## src/rtl/ext_cpu_hart_ctrl.sv

```systemverilog
// Boot and run controller for NHARTS cve2 harts: OBI-programmed boot addresses,
// staggered in-order hart release, per-hart halt and debug-request pulses.
module ext_cpu_hart_ctrl #(
  parameter int unsigned NHARTS        = 2,
  parameter logic [31:0] BOOT_ADDR_RST = 32'h2001_0000,
  parameter int unsigned RST_CYCLES    = 8,
  parameter int unsigned DBG_PULSE     = 4
) (
  input  logic                   clk_i,
  input  logic                   rst_i,
  input  logic                   req_i,
  input  logic [31:0]            addr_i,
  input  logic                   we_i,
  input  logic [3:0]             be_i,
  input  logic [31:0]            wdata_i,
  output logic                   gnt_o,
  output logic                   rvalid_o,
  output logic [31:0]            rdata_o,
  output logic [NHARTS-1:0]      hart_rst_o,
  output logic [NHARTS-1:0]      fetch_enable_o,
  output logic [32*NHARTS-1:0]   boot_addr_o,
  output logic [NHARTS-1:0]      debug_req_o,
  output logic                   busy_o
);

  localparam int unsigned DW = $clog2(DBG_PULSE + 1);

  localparam logic [1:0] S_IDLE = 2'd0;
  localparam logic [1:0] S_HOLD = 2'd1;
  localparam logic [1:0] S_REL  = 2'd2;
  localparam logic [1:0] S_GAP  = 2'd3;

  logic [1:0]        r_state, w_state_nxt;
  logic [15:0]       r_cnt, w_cnt_nxt;
  logic [NHARTS-1:0] r_pend, r_mask, r_hart_rst, r_fetch_en;
  logic [NHARTS-1:0] w_fetch_en_nxt, w_low, w_dbg_set, w_halt_vec;
  logic [15:0]       r_stagger;
  logic              r_rvalid;
  logic [31:0]       r_rdata, w_rdata;
  logic              w_wr, w_rd;
  logic [5:0]        w_idx;
  logic [31:0]       w_bmask, w_wmasked;
  logic              w_start, w_halt_all, w_hold_entry, w_release, w_busy;
  logic              w_unused_addr;

  assign w_unused_addr = ^{addr_i[31:8], addr_i[1:0]};

  assign gnt_o    = req_i;
  assign rvalid_o = r_rvalid;
  assign rdata_o  = r_rdata;

  assign w_idx     = addr_i[7:2];
  assign w_wr      = req_i & we_i;
  assign w_rd      = req_i & ~we_i;
  assign w_bmask   = {{8{be_i[3]}}, {8{be_i[2]}}, {8{be_i[1]}}, {8{be_i[0]}}};
  assign w_wmasked = wdata_i & w_bmask;

  assign w_start    = w_wr && (w_idx == 6'h00) && w_wmasked[0];
  assign w_halt_all = w_wr && (w_idx == 6'h00) && w_wmasked[1];
  assign w_dbg_set  = (w_wr && (w_idx == 6'h04)) ? w_wmasked[NHARTS-1:0] : '0;
  assign w_halt_vec = (w_wr && (w_idx == 6'h05)) ? w_wmasked[NHARTS-1:0] : '0;

  assign w_busy         = (r_state != S_IDLE);
  assign busy_o         = w_busy;
  assign hart_rst_o     = r_hart_rst;
  assign fetch_enable_o = r_fetch_en;

  // Lowest pending hart as a one-hot vector (two's-complement isolate trick).
  assign w_low        = r_pend & (~r_pend + NHARTS'(1));
  assign w_hold_entry = (r_state == S_IDLE) && w_start && (|r_mask) && !w_halt_all;
  assign w_release    = (r_state == S_REL) && !w_halt_all;

  // HALT is applied after the release so it wins for a hart released this cycle.
  always_comb begin
    w_fetch_en_nxt = r_fetch_en;
    if (w_hold_entry) w_fetch_en_nxt = w_fetch_en_nxt & ~r_mask;
    if (w_release)    w_fetch_en_nxt = w_fetch_en_nxt | w_low;
    w_fetch_en_nxt = w_fetch_en_nxt & ~w_halt_vec;
    if (w_halt_all)   w_fetch_en_nxt = '0;
  end

  always_comb begin
    w_state_nxt = r_state;
    w_cnt_nxt   = r_cnt;
    case (r_state)
      S_IDLE: begin
        if (w_hold_entry) begin
          w_state_nxt = S_HOLD;
          w_cnt_nxt   = 16'(RST_CYCLES - 1);
        end
      end
      S_HOLD, S_GAP: begin
        if (r_cnt == '0) w_state_nxt = S_REL;
        else             w_cnt_nxt   = r_cnt - 16'd1;
      end
      S_REL: begin
        if ((r_pend & ~w_low) == '0) begin
          w_state_nxt = S_IDLE;
        end else if (r_stagger != '0) begin
          w_state_nxt = S_GAP;
          w_cnt_nxt   = r_stagger - 16'd1;
        end
      end
      default: w_state_nxt = S_IDLE;
    endcase
    if (w_halt_all) w_state_nxt = S_IDLE;
  end

  always_ff @(posedge clk_i) begin
    if (rst_i) begin
      r_state    <= S_IDLE;
      r_cnt      <= '0;
      r_pend     <= '0;
      r_mask     <= '0;
      r_stagger  <= '0;
      r_hart_rst <= '1;
      r_fetch_en <= '0;
      r_rvalid   <= 1'b0;
      r_rdata    <= '0;
    end else begin
      r_state    <= w_state_nxt;
      r_cnt      <= w_cnt_nxt;
      r_fetch_en <= w_fetch_en_nxt;

      if (w_halt_all)        r_pend <= '0;
      else if (w_hold_entry) r_pend <= r_mask;
      else if (w_release)    r_pend <= r_pend & ~w_low;

      if (w_hold_entry)   r_hart_rst <= r_hart_rst | r_mask;
      else if (w_release) r_hart_rst <= r_hart_rst & ~w_low;

      if (w_wr && (w_idx == 6'h02))
        r_mask <= (r_mask & ~w_bmask[NHARTS-1:0]) | w_wmasked[NHARTS-1:0];
      if (w_wr && (w_idx == 6'h03))
        r_stagger <= (r_stagger & ~w_bmask[15:0]) | w_wmasked[15:0];

      r_rvalid <= req_i;
      r_rdata  <= w_rd ? w_rdata : '0;
    end
  end

  for (genvar h = 0; h < NHARTS; h++) begin : g_hart
    logic [31:8]   r_boot;
    logic [DW-1:0] r_dbg;

    // A running hart's boot address is frozen: writes only land while it is held in reset.
    always_ff @(posedge clk_i) begin
      if (rst_i) begin
        r_boot <= BOOT_ADDR_RST[31:8];
      end else if (w_wr && (w_idx == 6'(16 + h)) && r_hart_rst[h]) begin
        r_boot <= (r_boot & ~w_bmask[31:8]) | w_wmasked[31:8];
      end
    end

    always_ff @(posedge clk_i) begin
      if (rst_i)              r_dbg <= '0;
      else if (w_dbg_set[h])  r_dbg <= DW'(DBG_PULSE);
      else if (r_dbg != '0)   r_dbg <= r_dbg - DW'(1);
    end

    assign debug_req_o[h]         = (r_dbg != '0);
    assign boot_addr_o[32*h +: 32] = {r_boot, 8'h00};
  end

  always_comb begin
    w_rdata = '0;
    case (w_idx)
      6'h01: begin
        w_rdata[NHARTS-1:0] = r_fetch_en;
        w_rdata[31]         = w_busy;
      end
      6'h02: w_rdata[NHARTS-1:0] = r_mask;
      6'h03: w_rdata[15:0]       = r_stagger;
      default: begin
        for (int unsigned h = 0; h < NHARTS; h++) begin
          if (w_idx == 6'(16 + h)) w_rdata = boot_addr_o[32*h +: 32];
        end
      end
    endcase
  end

endmodule

```

## config.mk

```make
export PLATFORM = sky130hd
export DESIGN_NAME = ext_cpu_hart_ctrl
export DESIGN_NICKNAME = d
export VERILOG_FILES = /design/src/rtl/ext_cpu_hart_ctrl.sv
export SDC_FILE = /design/constraint.sdc
export NUM_CORES = 1
export LEC_CHECK = 0
export CAP_MARGIN = 0
export CORE_MARGIN = 4
export CORE_UTILIZATION = 42
export DETAILED_ROUTE_END_ITERATION = 7
export GPL_TIMING_DRIVEN = 0
export PLACE_DENSITY_LB_ADDON = 0.1
export SETUP_SLACK_MARGIN = 0.15
export SYNTH_ARGS = -nofsm -noshare
export SYNTH_HDL_FRONTEND = slang
export SYNTH_SLANG_ARGS = --single-unit
```

## constraint.sdc

```tcl
create_clock -name clk_i -period 2.8 [get_ports clk_i]
set_input_delay 0.56 -clock clk_i [delete_from_list [all_inputs] [get_ports clk_i]]
set_output_delay 0.56 -clock clk_i [all_outputs]
set_load 0.01 [all_outputs]
```

==> flow_summary.ini <==
[yosys]
netlist_area_sq_um = 5770
synth_edf_count = 0
ys_types = 58
avgSynthCellArea_sq_um = 9.13
seq_area_frac_synth = 0.448
ys_warn_count = 0
synthCells = 632
synth-main-ff-cell = dfxtp_1
synthArstFlopShare = 0
ys_ff_latch = 129

[detailed_routing]
drt_wl_total_um = 17300
vias = 5304
wl_per_cell_um = 17.5
via_per_inst = 5.37
drt_iter0_drc = 301
antenna_left = 0
detail_route.drc_violations = 0
dr.pass1.iters = 5

[sta]
setup_viol = 0
fin_crit_ns = 2.65
grt_setup_unrepaired = yes
fin_crit_sh = 0.948
tightest_slew_ns = 0.837
finClkSkew_ns = 0.00840
drv_slew = 0
fmax_mhz = 377
hold_violations = 0
slew_headroom = 0.438
fin_tns_setup_ns = 0
hold_slack_ns = 0.484

[clock_tree]
cts_tree = yes
clk_pin_slew_ns = 0.06
clock_sinks = 129
htreeDepth = 4
clk_latency_ns = 0.42
clock_path_buffers = 2
cts_made_buffers = 17
root_buffer = clkbuf_16

[worst_setup_path]
start_kind = primary input
cp_max_fo = 10
arrival_ns = 2.93
endpoint_kind = flop
path_class = in -> reg
required_ns = 3.08

[cells_and_area]
n_antenna_cell = 0
nNetsFinal = 878
areaGrowthSynthToFinish_pct = 39.0
instances_no_fill = 988
multiInputGateArea_sq_um = 2970
design_area_sq_um = 8020
drive_gt1_frac = 0.102
nFillCells = 1184
regArea_sq_um = 2580

[floorplanning]
die_area_sq_um = 15700
rows = 42
die_h_um = 125
initial_core_util = 0.432
io_pins = 177
die_w_um = 125
core_sq_um = 13300

[placement]
place_area_sq_um = 7390
dp_hpwl_um = 12600
dp.cells = 957
gp_congestion = 0.862
portBuffers = 134

[grt]
grt_pass1_wl_um = 28100
grt_pass1_vias = 5424
grt_usage = 0.223
grt_max_degree = 20
gr-total-overflow = 0
antenna_found_initial = 0

[min_path]
hp-class = reg -> reg

[flow_run]
maxCapViolCount = 0

[pwr]
power.total_uw = 4440
p_per_area_nw_per_um2 = 553
max-vdd-ir-drop_uv = 358
p_leak_uw = 0.00298

[status]
status = complete, no violations
critical path, stage by stage:
cell and delay [ns]:
clkdlybuf4s50_1 0.49, nor4_2 0.50, nand3_1 0.19, or3_1 0.45, a22o_1 0.28, buf_2 0.23, a32oi_1 0.18, nor2_1 0.06
power breakdown:
part / internal [uW] / switching, uW
Combinational: 164 / 181
Clock: 1390 / 840
Sequential: 1860 / 11.2
cell usage in the layout (no fill, tap or decap), types with 4 or more instances in the layout:
cell / n
xor2_1: 8
nor2b_1: 11
buf_4: 19
conb_1: 16
or3_1: 5
nand2b_1: 4
and2_1: 8
clkbuf_1: 21
nor4_1: 6
a21oi_1: 24
nor2_1: 100
nor3_1: 16
clkdlybuf4s50_1: 134
nor3_4: 4
ha_1: 7
nand3_1: 11
mux2i_1: 67
nand2_1: 49
dfxtp_1: 127
clkbuf_16: 17
a21o_1: 4
a211o_1: 4
mux2_2: 4
or4_1: 4
inv_1: 12
and3_1: 11
o21ai_0: 14
xnor2_1: 4
a22oi_1: 29
cell type report:
class / instances / share of cell area
Sequential cell: 129 / 0.322
Multi-Input combinational cell: 460 / 0.371
Timing Repair Buffer: 135 / 0.168
Clock inverter: 11 / 0.0158
Clock buffer: 21 / 0.0586
Tap cell: 176 / 0.0275
Inverter: 12 / 0.00562
Buffer: 44 / 0.0315
cell usage after synthesis (5+ instances only):
library cell,n,area (sq um)
nor4_1,6,37.5
clkbuf_1,23,86.3
nor2_1,100,375
ha_1,7,87.6
nor2b_1,11,68.8
nand2_1,49,184
dfxtp_1,129,2580
nor3_1,16,80.1
and3_1,11,68.8
o21ai_0,15,75.1
a21oi_1,24,120
buf_4,18,135
nand3_1,11,55.1
inv_1,12,45.0
and2_1,8,50.1
mux2i_1,67,671
xor2_1,8,70.1
or3_1,5,31.3
a22oi_1,29,218
layer usage:
layer	share of wire	routed length [um]	track usage
met5	0	0	0
met4	0.025	425	0.0842
met3	0.090	1550	0.0930
met2	0.48	8290	0.363
met1	0.41	7050	0.263
worst paths after layout:
kind	cells after the start	to	slack, ns	startpoint
setup / recovery	8	r_cnt[8]	0.15	addr_i[5]
hold reg to reg	2	r_cnt[14]	0.48	r_cnt[14]
setup reg to reg	10	r_cnt[14]	0.27	r_state[0]
hold / removal	2	r_cnt[14]	0.48	r_cnt[14]
what timing repair did:
| item | 4_1_cts | 5_1_grt |
|---|---|---|
| gates resized for setup | 6 | 7 |
| hold buffers | 0 | 0 |
| pin swaps | 0 | 1 |
| buffers inserted | 0 | 1 |
| endpoints found under the setup margin | 8 | 44 |
stage by stage:
| step | setup WS, ns | util |
|---|---|---|
| final | 0.145 | 0.601 |
| after floorplan | 0.189 | - |
| after CTS | 0.157 | 0.598 |
| after global routing | 0.0368 | 0.601 |
| after detailed placement | -0.403 | 0.553 |
| after global placement | -0.328 | 0.553 |
cells by family (layout without fill, tap and decap cells):
kind of cell / after synthesis / in the layout / synth area share
simple gates: 247 / 247 / 0.213
flops: 129 / 129 / 0.448
compound gates: 107 / 107 / 0.131
mux: 71 / 71 / 0.124
buf+inv: 58 / 223 / 0.0501
xor+xnor: 12 / 12 / 0.0182
fa+ha+maj: 7 / 7 / 0.0152
other cells: 1 / 16 / 0.000650
(Power assumes the default switching activity.)
